===== config.mk =====
export PLATFORM = sky130hd
export DESIGN_NAME = vote_tally
export DESIGN_NICKNAME = d
export VERILOG_FILES = /design/src/rtl/vote_tally.sv
export SDC_FILE = /design/constraint.sdc
export NUM_CORES = 1
export LEC_CHECK = 0
export ABC_AREA = 0
export CAP_MARGIN = 20
export CELL_PAD_IN_SITES_DETAIL_PLACEMENT = 0
export CELL_PAD_IN_SITES_GLOBAL_PLACEMENT = 1
export CORE_UTILIZATION = 39
export CTS_BUF_LIST = sky130_fd_sc_hd__clkbuf_16
export DETAILED_ROUTE_END_ITERATION = 6
export GPL_ROUTABILITY_DRIVEN = 0
export PLACE_DENSITY = 0.76
export SLEW_MARGIN = 20
export SYNTH_ARGS = -nofsm -noshare
export SYNTH_HDL_FRONTEND = slang
export SYNTH_SLANG_ARGS = --single-unit

===== constraint.sdc =====
create_clock -name clk -period 6.4 [get_ports clk]
set_input_delay 1.28 -clock clk [delete_from_list [all_inputs] [get_ports clk]]
set_output_delay 1.28 -clock clk [all_outputs]
set_load 0.01 [all_outputs]

===== src/rtl/vote_tally.sv =====
`default_nettype none
//==============================================================================
// Module   : vote_tally
// Brief    : Multi-candidate saturating vote accumulator gated by a poll FSM,
//            with registered leader/tie reporting.
// Revision : 1.0 - initial release
//==============================================================================
module vote_tally #(
    parameter int NUM_CAND = 4,
    parameter int SEL_W    = 2,
    parameter int CNT_W    = 21
) (
    input  logic                      clk,
    input  logic                      rst,
    input  logic                      open_poll,
    input  logic                      close_poll,
    input  logic                      clear,
    input  logic                      vote_valid,
    input  logic [SEL_W-1:0]          vote_sel,
    output logic [NUM_CAND*CNT_W-1:0] counts,
    output logic [CNT_W-1:0]          total,
    output logic [CNT_W-1:0]          rejected,
    output logic [SEL_W-1:0]          leader,
    output logic                      tie,
    output logic [1:0]                poll_state,
    output logic                      sat
);

    typedef enum logic [1:0] {
        S_IDLE   = 2'b00,
        S_OPEN   = 2'b01,
        S_CLOSED = 2'b10
    } state_t;

    localparam logic [CNT_W-1:0] c_max    = {CNT_W{1'b1}};
    localparam logic [CNT_W-1:0] c_almost = c_max - 1'b1;
    localparam logic [SEL_W:0]   c_num    = (SEL_W+1)'(NUM_CAND);

    state_t           r_state;
    logic [CNT_W-1:0] r_cnt [NUM_CAND];
    logic [CNT_W-1:0] r_total;
    logic [CNT_W-1:0] r_rej;
    logic [SEL_W-1:0] r_leader;
    logic             r_tie;
    logic             r_sat;

    logic             w_vote;
    logic             w_in_range;
    logic             w_target_full;
    logic             w_accept;
    logic             w_reject;
    logic             w_clear;
    logic [CNT_W-1:0] w_best;
    logic [SEL_W-1:0] w_lead;
    logic             w_tie;

    assign w_vote     = vote_valid && (r_state == S_OPEN);
    assign w_in_range = ({1'b0, vote_sel} < c_num);
    assign w_clear    = clear && (r_state != S_OPEN);

    // Out-of-range selects never match a candidate, so no array read overruns.
    always_comb begin
        w_target_full = 1'b0;
        for (int i = 0; i < NUM_CAND; i++) begin
            if (vote_sel == SEL_W'(i)) begin
                w_target_full = (r_cnt[i] == c_max);
            end
        end
    end

    assign w_accept = w_vote && w_in_range && !w_target_full;
    assign w_reject = w_vote && !w_accept;

    // Strict '>' keeps the lowest index among equal maxima.
    always_comb begin
        w_best = r_cnt[0];
        w_lead = '0;
        w_tie  = 1'b0;
        for (int i = 1; i < NUM_CAND; i++) begin
            if (r_cnt[i] > w_best) begin
                w_best = r_cnt[i];
                w_lead = SEL_W'(i);
            end
        end
        for (int i = 0; i < NUM_CAND; i++) begin
            if ((SEL_W'(i) != w_lead) && (r_cnt[i] == w_best) && (w_best != '0)) begin
                w_tie = 1'b1;
            end
        end
    end

    always_ff @(posedge clk) begin
        if (rst) begin
            r_state  <= S_IDLE;
            r_total  <= '0;
            r_rej    <= '0;
            r_leader <= '0;
            r_tie    <= 1'b0;
            r_sat    <= 1'b0;
            for (int i = 0; i < NUM_CAND; i++) begin
                r_cnt[i] <= '0;
            end
        end else begin
            case (r_state)
                S_IDLE:   if (open_poll) r_state <= S_OPEN;
                S_OPEN:   if (close_poll) r_state <= S_CLOSED;
                S_CLOSED: begin
                    if (clear)          r_state <= S_IDLE;
                    else if (open_poll) r_state <= S_OPEN;
                end
                default:  r_state <= S_IDLE;
            endcase

            if (w_clear) begin
                r_total  <= '0;
                r_rej    <= '0;
                r_leader <= '0;
                r_tie    <= 1'b0;
                r_sat    <= 1'b0;
                for (int i = 0; i < NUM_CAND; i++) begin
                    r_cnt[i] <= '0;
                end
            end else begin
                r_leader <= w_lead;
                r_tie    <= w_tie;
                if (w_accept) begin
                    for (int i = 0; i < NUM_CAND; i++) begin
                        if (vote_sel == SEL_W'(i)) begin
                            r_cnt[i] <= r_cnt[i] + 1'b1;
                            if (r_cnt[i] == c_almost) r_sat <= 1'b1;
                        end
                    end
                    if (r_total != c_max) r_total <= r_total + 1'b1;
                end
                if (w_reject) begin
                    if (r_rej != c_max) r_rej <= r_rej + 1'b1;
                    if (w_in_range)     r_sat <= 1'b1;
                end
            end
        end
    end

    generate
        for (genvar g = 0; g < NUM_CAND; g++) begin : g_pack
            assign counts[g*CNT_W +: CNT_W] = r_cnt[g];
        end
    endgenerate

    assign total      = r_total;
    assign rejected   = r_rej;
    assign leader     = r_leader;
    assign tie        = r_tie;
    assign poll_state = r_state;
    assign sat        = r_sat;

endmodule
`default_nettype wire

==> run metrics, run 1 <==
Finished Layout Cells 2111; Crit Path Max Fanout 6; Die W 171 um; Period Utilization, post-route 111%; crit path max-delay cell type or4_4; minimum clock period 7.12 ns; Finish-stage setup viols 1; Placed Instances 1995; vias per inst 6.07; crit-path max cell delay 0.57 ns; final WL 50100 um; grt ovf 0; CTS hold repair buffers 0; # rows 61; Post-DP HPWL 35800 um; Seq cells post-synth 132; Syn Nets 1372; clock tree buffer depth 2; CP Class flip-flop to flip-flop; Rel. slew slack 30.5%; Clock H-tree levels 4; initial core utilization 39.8%; hold crit path type flip-flop to flip-flop; Max Cap Viol 0; DR vias 12809; Port-buffer cells 139; post-route ant nets 0; routed len/inst 23.7 um; Max IR drop VDD 155 uV; final net count 1801; Pwr Density 226 mW/mm^2; Post-synth EDFFs 63; Synth Warn # 0; share of cells above drive strength 1 31.9%; initial antenna violation count 1; FMAX 0.140 GHz; CP most frequent cell buf_4; Max Transition Viols Final 0; register area share after synthesis 29.6%; clk sink count 132; vias in the first global route 12262; Syn Inst Count 1291; clock skew 0.0189 ns; first-pass GRT wire length 73100 um; Total Routing Usage GR 33.7%; Layout area overhead 53.3%; die height 171 um; # DRC 0; clk_lat worst skew 0.45 ns; CTS clock-pin slew for the worst setup and hold paths 0.08 ns; Worst EP arrival 7.45 ns; Final Hold Fails 0; Num CTS Buffers 17; worst slack, placed -0.836 ns; Top FF cell, synth dfxtp_1; PnR worst setup slack -0.724 ns; 1st-pass router iterations 6; # diodes 0; Cell Area, Synth 0.0111 mm^2; Fin Setup TNS -0.724 ns; Req. time, crit path 6.73 ns; synth top area cells edfxtp_1, dfxtp_1, ha_1; Worst-Margin Slew 1.04 ns; Filler cells 2336; Post-synth ARST share 0%; Yosys cell types 94; Pleak 6.50 nW; Top Ports 140; initial drt markers 1514; Worst setup SP type flip-flop; largest net degree at the start of global routing 65; CTS root buf clkbuf_16; Crit. End Element flip-flop; failing checks negative setup slack; syn avg cell area 8.58 um^2; status finished with violations; Yosys top cell area share 17.1%; CTS tree built; RSZ-0062 raised after global routing true; Reg2Reg Setup Slack -0.72 ns; Placeable Area 0.0279 mm^2; die area 0.0291 mm^2; area leader, netlist edfxtp_1
sequential cells by signal, indices dropped and copies added (netlist names):
signal / count
total: 21
tie: 1
rejected: 21
poll_state: 2
leader: 2
sat: 1
r_cnt: 84
power by group:
part | switching (mW) | internal, mW | leakage [nW]
Clock | 0.494 | 0.571 | 0.308
Sequential | 0.0521 | 0.917 | 1.24
Combinational | 0.936 | 0.859 | 4.95
Total | 1.48 | 2.35 | 6.50
Yosys cell counts (5+ instances only):
cell / number
a211oi_1: 5
a21o_1: 12
a21oi_1: 52
a221o_1: 7
a221oi_1: 5
a221oi_2: 5
a221oi_4: 5
a22o_1: 5
a22oi_1: 20
and2_1: 6
and3_1: 18
and4_1: 16
buf_2: 19
buf_4: 5
buf_6: 7
clkbuf_1: 43
dfxtp_1: 69
edfxtp_1: 63
ha_1: 73
inv_1: 58
mux2i_1: 7
nand2_1: 88
nand2b_1: 8
nand3_1: 66
nand4_1: 50
nor2_1: 163
nor3_1: 38
nor4_1: 19
o211ai_1: 24
o21a_1: 8
o21ai_0: 38
o21ai_1: 5
o221ai_1: 10
o22ai_1: 5
o311a_1: 6
or3_1: 13
xnor2_1: 87
xor2_1: 71
metal layers:
metal / part of all wire (%) / GRT usage (%)
met5: 0.036 / 0
met4: 7.1 / 21.4
met3: 12 / 10.3
met2: 43 / 51.4
met1: 38 / 41.2
kinds of logic (layout without fill, tap and decap cells):
family,after synthesis,after routing,synth area share [%]
AO/OA/AOI/OAI,264,265,19.5
flip-flops,132,132,29.6
adder cells (fa/ha/maj),73,73,8.25
multiplexers,11,11,1.14
buffers and inverters,134,575,5.40
AND/OR/NAND/NOR,519,519,23.7
XOR/XNOR,158,158,12.5
metrics by stage:
step	cell area, um^2	power [mW]	hold WS, ns	utilization [%]
4_1_cts	16400	3.65	0.505	58.9
3_5_place_dp	14700	2.41	0.485	52.9
3_3_place_gp	14700	2.40	0.481	52.8
5_1_grt	17000	3.95	0.555	60.9
2_1_floorplan	11200	1.77	0.510	-
6_report	17000	3.83	0.500	60.9
worst max-delay path: cells and delay by family (launching register included):
kind / cells / cell delay, ns
and+or+nand+nor: 13 / 3.18
AOI/OAI and AO/OA: 8 / 1.12
adders and majority gates: 3 / 0.85
buffers and inverters: 10 / 1.38
DFF: 1 / 0.44
timing repair:
| action | in CTS | in global routing |
|---|---|---|
| endpoints found under the hold margin | 0 | 0 |
| gates cloned | 3 | 2 |
| setup buffers | 60 | 23 |
| pin swaps | 60 | 61 |
| gates resized for setup | 92 | 71 |
| setup endpoints to repair | 1 | 1 |
path summary, 6_finish.rpt:
kind | start | to | cells after the start
worst max-delay path | r_cnt[1][11]$_SDFFCE_PN0P_ | tie$_SDFF_PP0_ | 34
worst max register to register | r_cnt[1][11]$_SDFFCE_PN0P_ | tie$_SDFF_PP0_ | 34
worst min register to register | total[20]$_SDFFE_PP0P_ | total[20]$_SDFFE_PP0P_ | 2
worst min-delay path | total[20]$_SDFFE_PP0P_ | total[20]$_SDFFE_PP0P_ | 2
final cells by class:
type,count,area (um^2),area share [%]
clock inverters,13,144,0.848
flip-flops and latches,132,3270,19.3
repair buffers,484,4210,24.8
clock buffers,19,475,2.80
well taps,378,473,2.79
multi-input cells,1026,8180,48.2
inverters,59,221,1.30
placed cells by master (no fill, tap or decap), drive strengths merged, types with 6 or more instances in the layout:
master / Yosys / final
nand4: 52 / 52
nand2b: 9 / 9
or3: 13 / 13
o22ai: 7 / 7
o21ai: 43 / 43
nand3: 66 / 66
buf: 32 / 345
mux2i: 8 / 8
dfxtp: 69 / 69
nor3: 41 / 41
nor2: 165 / 165
inv: 59 / 69
nand2: 91 / 91
o311a: 11 / 11
a21oi: 54 / 54
a211oi: 6 / 6
a221oi: 15 / 15
clkdlybuf4s50: 0 / 139
nor4: 21 / 21
and2: 6 / 6
a22oi: 21 / 21
a221o: 7 / 7
and3: 18 / 18
o21a: 8 / 8
ha: 73 / 73
clkbuf: 43 / 19
and4: 16 / 16
a21o: 13 / 13
o211ai: 24 / 24
xnor2: 87 / 87
edfxtp: 63 / 63
o221ai: 11 / 11
xor2: 71 / 71
Power figures use the tool's default switching activity.
==> run 2: changes to the inputs <==
SLEW_MARGIN = default   (was 20)
==> run metrics, run 2 (synthesized netlist as in run 1, its figures left out) <==
final net count 1746; Reg2Reg Setup Slack -0.84 ns; Port-buffer cells 139; Req. time, crit path 6.79 ns; Max Cap Viol 0; CTS clock-pin slew for the worst setup and hold paths 0.09 ns; most common cell after layout, fill and taps aside buf_4; routed len/inst 23.2 um; post-route ant nets 0; CTS hold repair buffers 0; post-route cell area 0.0162 mm^2; Fin Hold WS 0.499 ns; Crit Path Max Fanout 10; status finished with violations; vias in the first global route 11697; Worst-Margin Slew 1.06 ns; Max IR drop VDD 191 uV; Largest Register r_cnt; Die W 171 um; R2R depth 32; initial drt markers 1291; Top Ports 140; Buf/Inv on CP 10; Rel. slew slack 29.1%; Final Hold Fails 0; number of flip-flops under the largest register name 84; # DRC 0; initial core utilization 39.8%; start of the worst register-to-register path r_cnt[0][19]$_SDFFCE_PN0P_; minimum clock period 7.24 ns; die area 0.0291 mm^2; hold path cells 2; clock skew 0.0237 ns; RSZ-0062 raised after global routing true; # rows 61; Placeable Area 0.0279 mm^2; clock tree buffer depth 2; vias per inst 5.96; die height 171 um; CP most frequent cell buf_4; 1st-pass router iterations 5; Period Utilization, post-route 113%; failing checks negative setup slack; DR vias 12247; commonest non-fill, non-tap cells in the layout buf_4, nor2_1, clkdlybuf4s50_1, nand2_1, xnor2_1; CTS tree built; fin util 58.2%; Num CTS Buffers 17; dpl cell area 0.0147 mm^2; clk sink count 132; Finish-stage setup viols 1; largest net degree at the start of global routing 65; Worst Hold End total[20]$_SDFFE_PP0P_; final WL 47600 um; CP Class flip-flop to flip-flop; Layout area overhead 46.4%; FMAX 0.138 GHz; clk_lat worst skew 0.46 ns; Clock H-tree levels 4; Worst EP arrival 7.63 ns; Reg2Reg Capture Point tie$_SDFF_PP0_; Worst setup SP type flip-flop; grt ovf 0; share of cells above drive strength 1 27.7%; Max Transition Viols Final 0; Worst Hold Launch total[20]$_SDFFE_PP0P_; CTS root buf clkbuf_16; Finished Layout Cells 2056; PnR worst setup slack -0.844 ns; crit-path leading delay family simple AND/OR/NAND/NOR gates; Fin Setup TNS -0.844 ns; Crit. End Element flip-flop; first-pass GRT wire length 70200 um; Post-DP HPWL 35800 um; initial antenna violation count 1; total power 3.67 mW; worst slack, placed -0.833 ns; crit path max-delay cell type or4_4; Placed Instances 1995; # diodes 0; Pwr Density 227 mW/mm^2; Pleak 6.16 nW; Total Routing Usage GR 32.3%; hold crit path type flip-flop to flip-flop; crit-path max cell delay 0.60 ns
## run 2: worst max-delay path by stage
| stage | startpoint | end | cells after the start |
|---|---|---|---|
| after floorplan | r_cnt[0][14]$_SDFFCE_PN0P_ | tie$_SDFF_PP0_ | 31 |
| after global placement | r_cnt[0][12]$_SDFFCE_PN0P_ | tie$_SDFF_PP0_ | 28 |
| after detailed placement | r_cnt[1][14]$_SDFFCE_PN0P_ | tie$_SDFF_PP0_ | 29 |
| after CTS | r_cnt[0][12]$_SDFFCE_PN0P_ | tie$_SDFF_PP0_ | 30 |
| after global routing | r_cnt[1][14]$_SDFFCE_PN0P_ | tie$_SDFF_PP0_ | 33 |
| final | r_cnt[0][19]$_SDFFCE_PN0P_ | tie$_SDFF_PP0_ | 32 |
## run 2: report_power, final
group | switching, mW | total [mW] | internal (mW)
Combinational | 0.871 | 1.64 | 0.768
Clock | 0.496 | 1.07 | 0.573
Sequential | 0.0494 | 0.966 | 0.917
Total | 1.42 | 3.67 | 2.26
## run 2: final cells by class
type	count	area (um^2)
clock buffer	19	475
multi-input combinational	1025	7870
fill	2486	11600
inverter	59	221
tap	378	473
timing repair buffer	430	3760
clock inverter	13	146
sequential	132	3270
## run 2: repair_timing
item,in CTS,in global routing
buffers inserted,3,24
setup endpoints to repair,1,1
pin swaps,3,66
resized for setup,10,90
gates cloned,0,4
## run 2: routing by layer
layer	track usage, %	vias to the layer above	routed length [um]
met4	16.0	2	2940
met2	49.9	715	20700
met3	7.93	208	5030
met1	41.9	5806	19000
met5	0	-	16
li1	-	5516	-
## run 2: worst min-delay path, cell delays in order, from the launching register on
cell and delay [ns]:
dfxtp_1 0.35, a21oi_1 0.05, nor2_1 0.07
==> run 3: changes to the inputs <==
ABC_AREA = 1   (was 0)
CORE_UTILIZATION = 37   (was 39)
PLACE_DENSITY = 0.77   (was 0.76)
==> run metrics, run 3 <==
Post-synth EDFFs 63; largest net degree at the start of global routing 36; CTS hold repair buffers 0; initial core utilization 37.9%; vias in the first global route 12795; Req. time, crit path 6.79 ns; Post-DP HPWL 38800 um; initial antenna violation count 0; Max Transition Viols Final 0; post-synthesis mux area share 0%; Compound-Gate Fraction of Synth Area 7.13%; Pleak 6.64 nW; DR vias 13621; Die W 180 um; Met3 Wirelength 3410 um; largest family of logic cells by synthesized area simple AND/OR/NAND/NOR gates; Seq cells post-synth 132; Port-buffer cells 139; count leader, synth nand2_1; Worst-Margin Slew 1.06 ns; Num CTS Buffers 17; most common cell after layout, fill and taps aside nand2_1; 1st-pass router iterations 7; Total Routing Usage GR 29.6%; Max IR drop VDD 181 uV; Post-Synth XOR/XNOR Area 2.47%; Period Utilization, post-route 95.8%; Layout area overhead 29.8%; Top Ports 140; PnR worst setup slack 0.269 ns; Placed Instances 2433; Yosys top cell area share 17.4%; Syn Nets 1923; Finished Layout Cells 2475; Crit. End Element flip-flop; worst slack, placed -0.141 ns; Clock H-tree levels 4; post-synthesis simple-gate area fraction 45.6%; clk sink count 132; Fin Hold WS 0.477 ns; minimum clock period 6.13 ns; CTS tree built; Max Cap Viol 0; final WL 48700 um; adder-cell share of the synthesized area 7.80%; commonest non-fill, non-tap cells in the layout nand2_1, nand3_1, inv_1, nor2_1, clkdlybuf4s50_1; grt ovf 0; Yosys cell types 51; Commonest cells post-synth nand2_1, nand3_1, inv_1; Largest Register r_cnt; # diodes 0; CP most frequent cell nand2_1; final net count 2147; clock tree buffer depth 2; area leader, netlist nand2_1; hold crit path type flip-flop to flip-flop; register area share after synthesis 27.9%; number of flip-flops under the largest register name 84; # rows 64; Syn Inst Count 1842; routed len/inst 19.7 um; post-route ant nets 0; highest routed layer met4; # DRC 9; crit path max-delay cell type edfxtp_1; Top FF cell, synth dfxtp_1; Synth Warn # 0; Pwr Density 213 mW/mm^2; Placeable Area 0.0309 mm^2; Worst EP arrival 6.52 ns; clock skew 0.0138 ns; crit-path max cell delay 0.40 ns; status finished with violations; Post-synth ARST share 0%; Post-Route M1 WL 20300 um; R2R depth 39; synth top area cells nand2_1, edfxtp_1, nand3_1; FMAX 0.163 GHz; CTS clock-pin slew for the worst setup and hold paths 0.07 ns; clk_lat worst skew 0.45 ns; Filler cells 3231; initial drt markers 1515; vias per inst 5.50; die area 0.0324 mm^2; CP Class flip-flop to flip-flop; total power 3.25 mW; wire length on met2 22600 um; die height 180 um; CTS root buf clkbuf_16; Final Hold Fails 0; Rel. slew slack 29.0%; failing checks design-rule violations; Worst setup SP type flip-flop; syn avg cell area 6.36 um^2; first-pass GRT wire length 73700 um; hold path cells 2; Finish-stage setup viols 0; Crit Path Max Fanout 12; Cell Area, Synth 0.0117 mm^2; share of cells above drive strength 1 11.9%
run 3: where the power goes:
| part | switching, mW | total (mW) | internal [mW] |
|---|---|---|---|
| registers | 0.0329 | 0.945 | 0.912 |
| logic | 0.760 | 1.19 | 0.428 |
| clock network | 0.446 | 1.11 | 0.667 |
| total | 1.24 | 3.25 | 2.01 |
run 3: layer usage:
layer  vias up  track usage (%)
li1       6579                -
met1      6318             36.8
met2       583             49.3
met3       141             5.17
met4         0             14.4
met5         -                0
run 3: what timing repair did:
action                                  in CTS  in global routing
resized for setup                           10                 57
endpoints found under the setup margin       1                  1
setup buffers                                0                  8
gates cloned                                 0                  3
pin swaps                                    0                 11
run 3: through the flow:
stage	util, %	setup TNS [ns]	instance area, um^2
finish	49.2	0	15200
global route	49.2	-0.0498	15200
CTS	48.2	0	14900
detailed placement	46.0	-0.141	14200
global placement	46.0	-0.0358	14200
floorplan	-	0	11700
run 3: critical path, delay by kind of cell (launching register included):
kind	cells	cell delay, ns
AND/OR/NAND/NOR	27	3.55
AO/OA/AOI/OAI	1	0.19
buffers and inverters	8	1.06
flip-flops	1	0.40
adder cells (fa/ha/maj)	3	0.83
run 3: area by class of cell:
class / instances / area [um^2] / share of cell area (%)
multi-input cells: 1438 / 7590 / 49.9
clock buffers: 19 / 475 / 3.13
repair buffers: 251 / 2340 / 15.4
inverters: 226 / 861 / 5.66
well taps: 396 / 495 / 3.26
flip-flops and latches: 132 / 3270 / 21.5
clock inverters: 13 / 166 / 1.09
run 3: worst paths after layout:
check,to,slack (ns),from
worst max-delay path,tie$_SDFF_PP0_,0.27,r_cnt[0][19]$_SDFFCE_PN0P_
worst min register to register,total[20]$_SDFFE_PP0P_,0.48,total[20]$_SDFFE_PP0P_
worst max register to register,tie$_SDFF_PP0_,0.27,r_cnt[0][19]$_SDFFCE_PN0P_
worst min-delay path,total[20]$_SDFFE_PP0P_,0.48,total[20]$_SDFFE_PP0P_
run 3: cells by family (layout without fill, tap and decap cells):
logic type                 Yosys count  in the layout
xor gates and xnor gates            33             33
adders and majority gates           73             73
AOI/OAI and AO/OA                  151            151
and+or+nand+nor                   1180           1181
buffers and inverters              273            509
DFF                                132            132
